### config.mk
export PLATFORM = sky130hd
export DESIGN_NAME = nibble_pack16_flat
export DESIGN_NICKNAME = d
export VERILOG_FILES = /design/src/rtl/alu_pkg.sv /design/src/rtl/nibble_pack16_if.sv /design/src/rtl/nibble_pack16.sv /design/src/flat_wrapper.sv
export SDC_FILE = /design/constraint.sdc
export NUM_CORES = 1
export LEC_CHECK = 0
export CAP_MARGIN = 30
export CORE_UTILIZATION = 40
export DETAILED_ROUTE_END_ITERATION = 6
export PLACE_DENSITY = 0.75
export RECOVER_POWER = 100
export SLEW_MARGIN = 0
export SYNTH_ARGS = -nofsm -noshare
export SYNTH_HDL_FRONTEND = slang
export SYNTH_SLANG_ARGS = --single-unit
### constraint.sdc
create_clock -name clk -period 2.3 [get_ports clk]
set_input_delay 0.46 -clock clk [delete_from_list [all_inputs] [get_ports clk]]
set_output_delay 0.46 -clock clk [all_outputs]
set_load 0.02 [all_outputs]
### src/rtl/alu_pkg.sv
// Shared definitions for the nibble packer: lane/width defaults, the FILL/FULL
// state encoding and the lane-index type.
package alu_pkg;

  localparam int LANES_DEF  = 4;
  localparam int LANE_W_DEF = 4;

  typedef enum logic [0:0] {
    ST_FILL = 1'b0,
    ST_FULL = 1'b1
  } pack_state_e;

  typedef logic [$clog2(LANES_DEF)-1:0] lane_idx_t;

  // Lane-index width for an arbitrary lane count; a single lane still needs one bit.
  function automatic int idx_w(input int lanes);
    return (lanes > 1) ? $clog2(lanes) : 1;
  endfunction

endpackage

### src/rtl/nibble_pack16_if.sv
// Handshake bundle between upstream lane source, packer and downstream word sink.
// NIBBLE_PACK_PARITY_EN adds the out_parity signal.
interface nibble_pack16_if #(
  parameter int LANES  = alu_pkg::LANES_DEF,
  parameter int LANE_W = alu_pkg::LANE_W_DEF
) ();

  logic [LANE_W-1:0]       in_data;
  logic                    in_valid;
  logic                    in_ready;
  logic                    flush;
  logic [LANES*LANE_W-1:0] out_data;
  logic [LANES-1:0]        out_lanes;
  logic                    out_valid;
  logic                    out_ready;

`ifdef NIBBLE_PACK_PARITY_EN
  logic                    out_parity;

  modport slave (
    input  in_data, in_valid, flush, out_ready,
    output in_ready, out_data, out_lanes, out_valid, out_parity
  );

  modport master (
    output in_data, in_valid, flush, out_ready,
    input  in_ready, out_data, out_lanes, out_valid, out_parity
  );
`else
  modport slave (
    input  in_data, in_valid, flush, out_ready,
    output in_ready, out_data, out_lanes, out_valid
  );

  modport master (
    output in_data, in_valid, flush, out_ready,
    input  in_ready, out_data, out_lanes, out_valid
  );
`endif

endinterface

### src/rtl/nibble_pack16.sv
// Packs LANES narrow lanes into one word with valid/ready on both sides and flush.
// NIBBLE_PACK_PARITY_EN adds out_parity (XOR of out_data, qualified by out_valid).
module nibble_pack16
  import alu_pkg::*;
#(
  parameter int LANES  = LANES_DEF,
  parameter int LANE_W = LANE_W_DEF
) (
  input  logic             clk,
  input  logic             rst,
  nibble_pack16_if.slave   bus
);

  localparam int                IDX_W  = idx_w(LANES);
  localparam int                WORD_W = LANES * LANE_W;
  localparam logic [IDX_W-1:0]  LAST   = IDX_W'(LANES - 1);

  pack_state_e        state_q, state_d;
  logic [IDX_W-1:0]   cnt_q, cnt_d;
  logic [WORD_W-1:0]  word_q, word_d;
  logic [LANES-1:0]   mask_q, mask_d;

  logic               in_fire;
  logic               out_fire;
  logic               flush_eff;
  logic [IDX_W-1:0]   base_cnt;

  assign bus.in_ready  = (state_q == ST_FILL) || bus.out_ready;
  assign bus.out_data  = word_q;
  assign bus.out_lanes = mask_q;
  assign bus.out_valid = (state_q == ST_FULL);

`ifdef NIBBLE_PACK_PARITY_EN
  assign bus.out_parity = (state_q == ST_FULL) && (^word_q);
`endif

  always_comb begin
    in_fire   = bus.in_valid && bus.in_ready;
    out_fire  = (state_q == ST_FULL) && bus.out_ready;
    flush_eff = bus.flush && (state_q == ST_FILL);

    // A draining word empties the register first, so a same-cycle lane lands in lane 0.
    word_d   = out_fire ? '0 : word_q;
    mask_d   = out_fire ? '0 : mask_q;
    base_cnt = out_fire ? '0 : cnt_q;
    cnt_d    = base_cnt;
    state_d  = out_fire ? ST_FILL : state_q;

    if (in_fire) begin
      word_d[base_cnt*LANE_W +: LANE_W] = bus.in_data;
      mask_d[base_cnt]                  = 1'b1;
      if ((base_cnt == LAST) || flush_eff) begin
        state_d = ST_FULL;
        cnt_d   = '0;
      end else begin
        cnt_d   = base_cnt + IDX_W'(1);
      end
    end else if (flush_eff && (base_cnt != '0)) begin
      state_d = ST_FULL;
      cnt_d   = '0;
    end
  end

  always_ff @(posedge clk or posedge rst) begin
    if (rst) begin
      state_q <= ST_FILL;
      cnt_q   <= '0;
      word_q  <= '0;
      mask_q  <= '0;
    end else begin
      state_q <= state_d;
      cnt_q   <= cnt_d;
      word_q  <= word_d;
      mask_q  <= mask_d;
    end
  end

endmodule

### src/flat_wrapper.sv
// flat-port wrapper written by rule: the top's interface ports become plain ports
module nibble_pack16_flat import alu_pkg::*;
#(
  parameter int LANES  = LANES_DEF,
  parameter int LANE_W = LANE_W_DEF
)
  (clk, rst, bus_in_data, bus_in_valid, bus_flush, bus_out_ready, bus_in_ready, bus_out_data, bus_out_lanes, bus_out_valid);
  nibble_pack16_if #(.LANES(LANES), .LANE_W(LANE_W)) bus_i ();
  input  logic clk;
  input  logic rst;
  input wire logic [$bits(bus_i.in_data)-1:0] bus_in_data;
  input wire logic [$bits(bus_i.in_valid)-1:0] bus_in_valid;
  input wire logic [$bits(bus_i.flush)-1:0] bus_flush;
  input wire logic [$bits(bus_i.out_ready)-1:0] bus_out_ready;
  output wire logic [$bits(bus_i.in_ready)-1:0] bus_in_ready;
  output wire logic [$bits(bus_i.out_data)-1:0] bus_out_data;
  output wire logic [$bits(bus_i.out_lanes)-1:0] bus_out_lanes;
  output wire logic [$bits(bus_i.out_valid)-1:0] bus_out_valid;
  assign bus_i.in_data = bus_in_data;
  assign bus_i.in_valid = bus_in_valid;
  assign bus_i.flush = bus_flush;
  assign bus_i.out_ready = bus_out_ready;
  assign bus_in_ready = bus_i.in_ready;
  assign bus_out_data = bus_i.out_data;
  assign bus_out_lanes = bus_i.out_lanes;
  assign bus_out_valid = bus_i.out_valid;
  nibble_pack16 #(.LANES(LANES), .LANE_W(LANE_W)) u_core (.clk(clk), .rst(rst), .bus(bus_i));
endmodule
[Word-level counts from Yosys, hierarchy flattened]
Index checks and enable logic that the tools add are counted.
Word-level totals
  flip-flop bits (word level): 23
  word-level logic and storage cells: 36
  output and inout port bits: 22
  bits of input ports: 9
  memories kept: 0
  RAM bits: 0
  latch bits: 0
  bits in read-only memories: 0
Operators by class
  equal/unequal tests: 1
  reduce and logical (&&, ||, !) cells: 8
  divide/modulo/power cells: 0
  add/sub/neg operators: 2
  shift-type cells: 2
  $mul: 0
  order comparisons: 2
  bitwise gates (word level): 2
  muxes and demuxes: 15
Operators with widths (number)
  $neg 4->34: 1
  $shift 4x34->16 const A: 1
  $shiftx 4x34->16: 1
  $mux 16: 2
  $bwmux 16: 1
  $mux 2: 4
  $mux 4: 2
  $logic_and 1x1->1: 5
  $mux 1: 5
  $or 4x4->4: 1
  $lt 2x3->1 const B: 1
  $add 2x1->2 const B: 1
  $demux 1 s2: 1
  $eq 2x2->1 const B: 1
  $ge 2x1->1 const B: 1
  $logic_or 1x1->1: 2
  $reduce_bool 2->1: 1
  $not 1->1: 1

[Logic depth before layout (Yosys ltp)]
  depth after elaboration: 8
  mapped depth: 9
  gate-level depth less buffers: 7

[Worst setup path after synthesis]
Ideal clock, no wire load.
  path type: input port to flip-flop
  start point: input port bus_out_ready
  end point: register u_core.cnt_q[0]
  arrival: 2.055 ns
  library setup time: 0.066 ns
  path buffers: 2
  required time: 2.234 ns
  cell stages on the path: 7
  setup slack: 0.179 ns
  cell sequence: buf_2 -> a21bo_2 -> clkbuf_1 -> inv_1 -> ha_1 -> a2111oi_0 -> mux2_2
Between the ends
  longest elaborated chain between the ends: 6
  elaborated cells on any way between the ends: 12
  classes of those cells: add/sub (1); eq/ne (1); mux (4); reduce/logical (6)
RTL lines
  start: declaration: line flat_wrapper.sv:14  | input wire logic [$bits(bus_i.out_ready)-1:0] bus_out_ready;
  parallel branches: the longest is 5 deep, another holds $add 2x1->2
  $mux 2 *: line nibble_pack16.sv:49  | if (in_fire) begin
  net u_core.cnt_d[0]: line nibble_pack16.sv:19  | logic [IDX_W-1:0] cnt_q, cnt_d;
  end signal: assignment: line nibble_pack16.sv:72  | cnt_q <= cnt_d;
  end: declaration: line nibble_pack16.sv:19
Mark *: on every way through the listed nets, which the timed path passes.

[Worst setup path after layout]
  start point: input port bus_out_ready
  end point: register u_core.word_q[10] (netlist: u_core.bus.out_data[10])
Between the ends
  longest elaborated chain between the ends: 6
  elaborated cells on any way between the ends: 10
  classes of those cells: add/sub (1); shift (2); mux (4); reduce/logical (3)
RTL lines
  $logic_and 1x1->1: line nibble_pack16.sv:39  | out_fire = (state_q == ST_FULL) && bus.out_ready;
  $mux 2: line nibble_pack16.sv:45  | base_cnt = out_fire ? '0 : cnt_q;
  $neg 4->34: line nibble_pack16.sv:50  | word_d[base_cnt*LANE_W +: LANE_W] = bus.in_data;
  $shiftx 4x34->16 / $shift 4x34->16 (equally long branches): line nibble_pack16.sv:50
  $bwmux 16: line nibble_pack16.sv:50
  $mux 16 *: line nibble_pack16.sv:49
  net u_core.word_d[10]: line nibble_pack16.sv:20  | logic [WORD_W-1:0] word_q, word_d;
  end signal: assignment: line nibble_pack16.sv:73  | word_q <= word_d;
  end: declaration: line nibble_pack16.sv:20
The timed path passes the listed nets; every way through them passes the cells marked *.

==> flow_metrics.py <==
metrics = {
    "yosys": {
        "synth-seq-area-share": 0.464,
        "avgSynthCellArea_um2": 10.4,
        "synthArstFlopShare": 1.00,
        "synth-edff-count": 0,
        "synth_area_leaders": "dfrtp_1, ha_1, nand2_1, nand3_1, a22o_1",
        "syn_area_um2": 1240,
        "yosys.area.top_type": "dfrtp_1",
        "yosysTopAreaCellShare": 0.464,
        "ys.flop_type": "dfrtp_1",
        "ys_warn_count": 0,
        "synth_seq_cells": 23,
        "synth_cell_type_count": 31,
        "synthCells": 119,
        "synth_fp_nets": 136,
    },
    "timing": {
        "fin_skew_ns": 0.00564,
        "worst_slew_pin_slew_ns": 1.20,
        "fin_crit_sh": 0.917,
        "finalHoldViolations": 0,
        "setup_viol": 0,
        "slew-limit-headroom": 0.201,
        "finalCriticalPeriod_ns": 2.11,
        "slew_viol_final": 0,
        "timing.fmax_mhz": 474,
        "rsz0062_at_grt": "no",
    },
    "worst_setup_path": {
        "cp_cell_sequence": "clkdlybuf4s50_1 > clkbuf_1 > a21bo_2 > ha_1 > nor3b_1 > clkbuf_1 > nand3_1 > mux2i_1",
        "crit_top_cell": "clkbuf_1",
        "critPathRequiredTime_ns": 2.54,
        "rr_startpoint": "u_core.bus.out_valid",
        "worst-r2r-cell-count": 6,
        "worstSetupStartpointType": "input port",
        "critical_path.startpoint": "bus_out_ready",
        "cp_slowest_cell": "clkdlybuf4s50_1",
        "slowest_delay_ns": 0.45,
        "critPathMaxFanout": 5,
        "crit_cells": 8,
        "crit_type": "input port to flop",
        "cp_data_arrival_time_ns": 2.35,
        "path_buf_inv": 3,
        "critical-path-top-delay-family": "buffers and inverters",
        "cp-end-kind": "flop",
    },
    "die": {
        "rows": 19,
        "die_h_um": 57.7,
        "core_um2": 2850,
        "boundaryPins": 31,
        "die-area_um2": 3330,
        "initial_core_util": 0.435,
        "die_w_um": 57.7,
    },
    "cells_and_area": {
        "drive_gt1_frac": 0.117,
        "layout_common_cells": "dfrtp_1, dlygate4sd3_1, nand2_1",
        "final_common_cell": "dfrtp_1",
        "antennaDiodeCount": 0,
        "final_area_um2": 1660,
        "nNetsFinal": 180,
        "final_util": 0.581,
        "final_cells": 193,
        "area_growth_pct": 33.5,
    },
    "global_routing": {
        "gr-total-overflow": 0,
        "grt_pass1_vias": 1055,
        "antenna_found_initial": 0,
        "grt_usage": 0.187,
        "grt_max_degree": 24,
        "grt_pass1_wl_um": 4780,
    },
    "clocking": {
        "cts_max_path_buffers": 2,
        "path_clk_slew_ns": 0.13,
        "cts_resized": 0,
        "cts_tree": "yes",
        "clock_sinks": 23,
        "postCtsSetupBuffers": 0,
        "clock_latency_ns": 0.32,
        "cts_root_buf": "clkbuf_4",
        "numCtsBuffers": 3,
        "cts-htree-levels": 1,
        "hold_buffers": 0,
    },
    "power_and_ir_drop": {
        "p_per_area_nw_per_um2": 980,
        "vdd_ir_drop_max_v": 0.000485,
        "total_power_mw": 1.62,
        "power_leakage_nw": 0.785,
    },
    "drt": {
        "drc": 2,
        "first_pass_iters": 6,
        "drt_iter0_markers": 17,
        "num_vias": 1037,
        "routed_wl_um": 2880,
        "wl_per_cell_um": 14.9,
        "post_drt_via_cell_ratio": 5.37,
        "drtAntennaViolNets": 0,
    },
    "job": {
        "maxCapViolCount": 0,
    },
    "min_path": {
        "min_from": "u_core.bus.out_data[3]",
        "hold_depth": 1,
        "hold_path.class": "flop to flop",
    },
    "placement": {
        "dpl-instance-area_um2": 1660,
        "placed_cells": 189,
        "hpwlAfterDp_um": 2170,
        "io_buffers": 30,
        "gp_congestion": 0.823,
    },
    "run_status": {
        "run_status": "finished, violations left",
        "violations": "design-rule violations",
    },
}
power by group:
group	internal, mW	switching, mW
sequential	0.491	0.0755
clock	0.0651	0.125
combinational	0.394	0.474
total	0.950	0.674
cells by family (layout without fill, tap and decap cells):
logic type,after synthesis,after routing,synth area share
and+or+nand+nor,42,42,0.181
AOI/OAI and AO/OA,27,27,0.178
DFF,23,23,0.464
buffers and inverters,14,57,0.0544
adders and majority gates,8,8,0.0806
muxes,5,5,0.0413
path summary, 6_finish.rpt:
| path | slack [ns] | end |
|---|---|---|
| max | 0.19 | u_core.bus.out_data[10] |
| min | 0.51 | u_core.bus.out_data[3] |
| max reg2reg | 0.29 | u_core.cnt_q[0] |
| min reg2reg | 0.51 | u_core.bus.out_data[3] |
| max in group asynchronous | 0.65 | u_core.cnt_q[1] |
| min in group asynchronous | 0.94 | u_core.bus.out_data[8] |
state kept, by name, summed over array words and instances, names as in the netlist:
name / cells
u_core.bus.out_data: 16
u_core.bus.out_lanes: 4
u_core.cnt_q: 2
u_core.bus.out_valid: 1
routing by layer:
layer | part of all wire | wire length (um) | vias up | global-route usage
met1 | 0.47 | 1360 | 503 | 0.246
met5 | 0 | 0 | - | 0
met3 | 0.027 | 77 | 5 | 0.0223
li1 | - | - | 510 | -
met2 | 0.49 | 1400 | 19 | 0.311
met4 | 0.016 | 46 | 0 | 0.0884
cells in the mapped netlist (all sizes together) (2+ instances only):
master / number
dfrtp: 23
nand2b: 3
inv: 7
a31oi: 3
ha: 8
nor2: 3
o22ai: 4
a22o: 5
nor3b: 5
a2111oi: 2
nand2: 17
a21oi: 5
nand3: 9
a32o: 4
buf: 4
mux2i: 4
clkbuf: 3
layout make-up:
cell class / count / area [um2]
clock buffers: 3 / 22.5
clock inverters: 1 / 5.00
fillers: 237 / 1200
inverters: 7 / 26.3
multi-input cells: 82 / 597
flip-flops and latches: 23 / 576
well taps: 31 / 38.8
repair buffers: 46 / 392
per-stage QoR:
stage | worst slack, ns | hold WS (ns) | TNS, ns
floorplan | 0.179 | 0.462 | 0
finish | 0.190 | 0.513 | 0
detailed placement | -0.0983 | 0.489 | -0.631
global route | 0.0772 | 0.540 | 0
global placement | -0.0108 | 0.487 | -0.0303
CTS | 0.0115 | 0.474 | 0
Power figures use the tool's default switching activity.
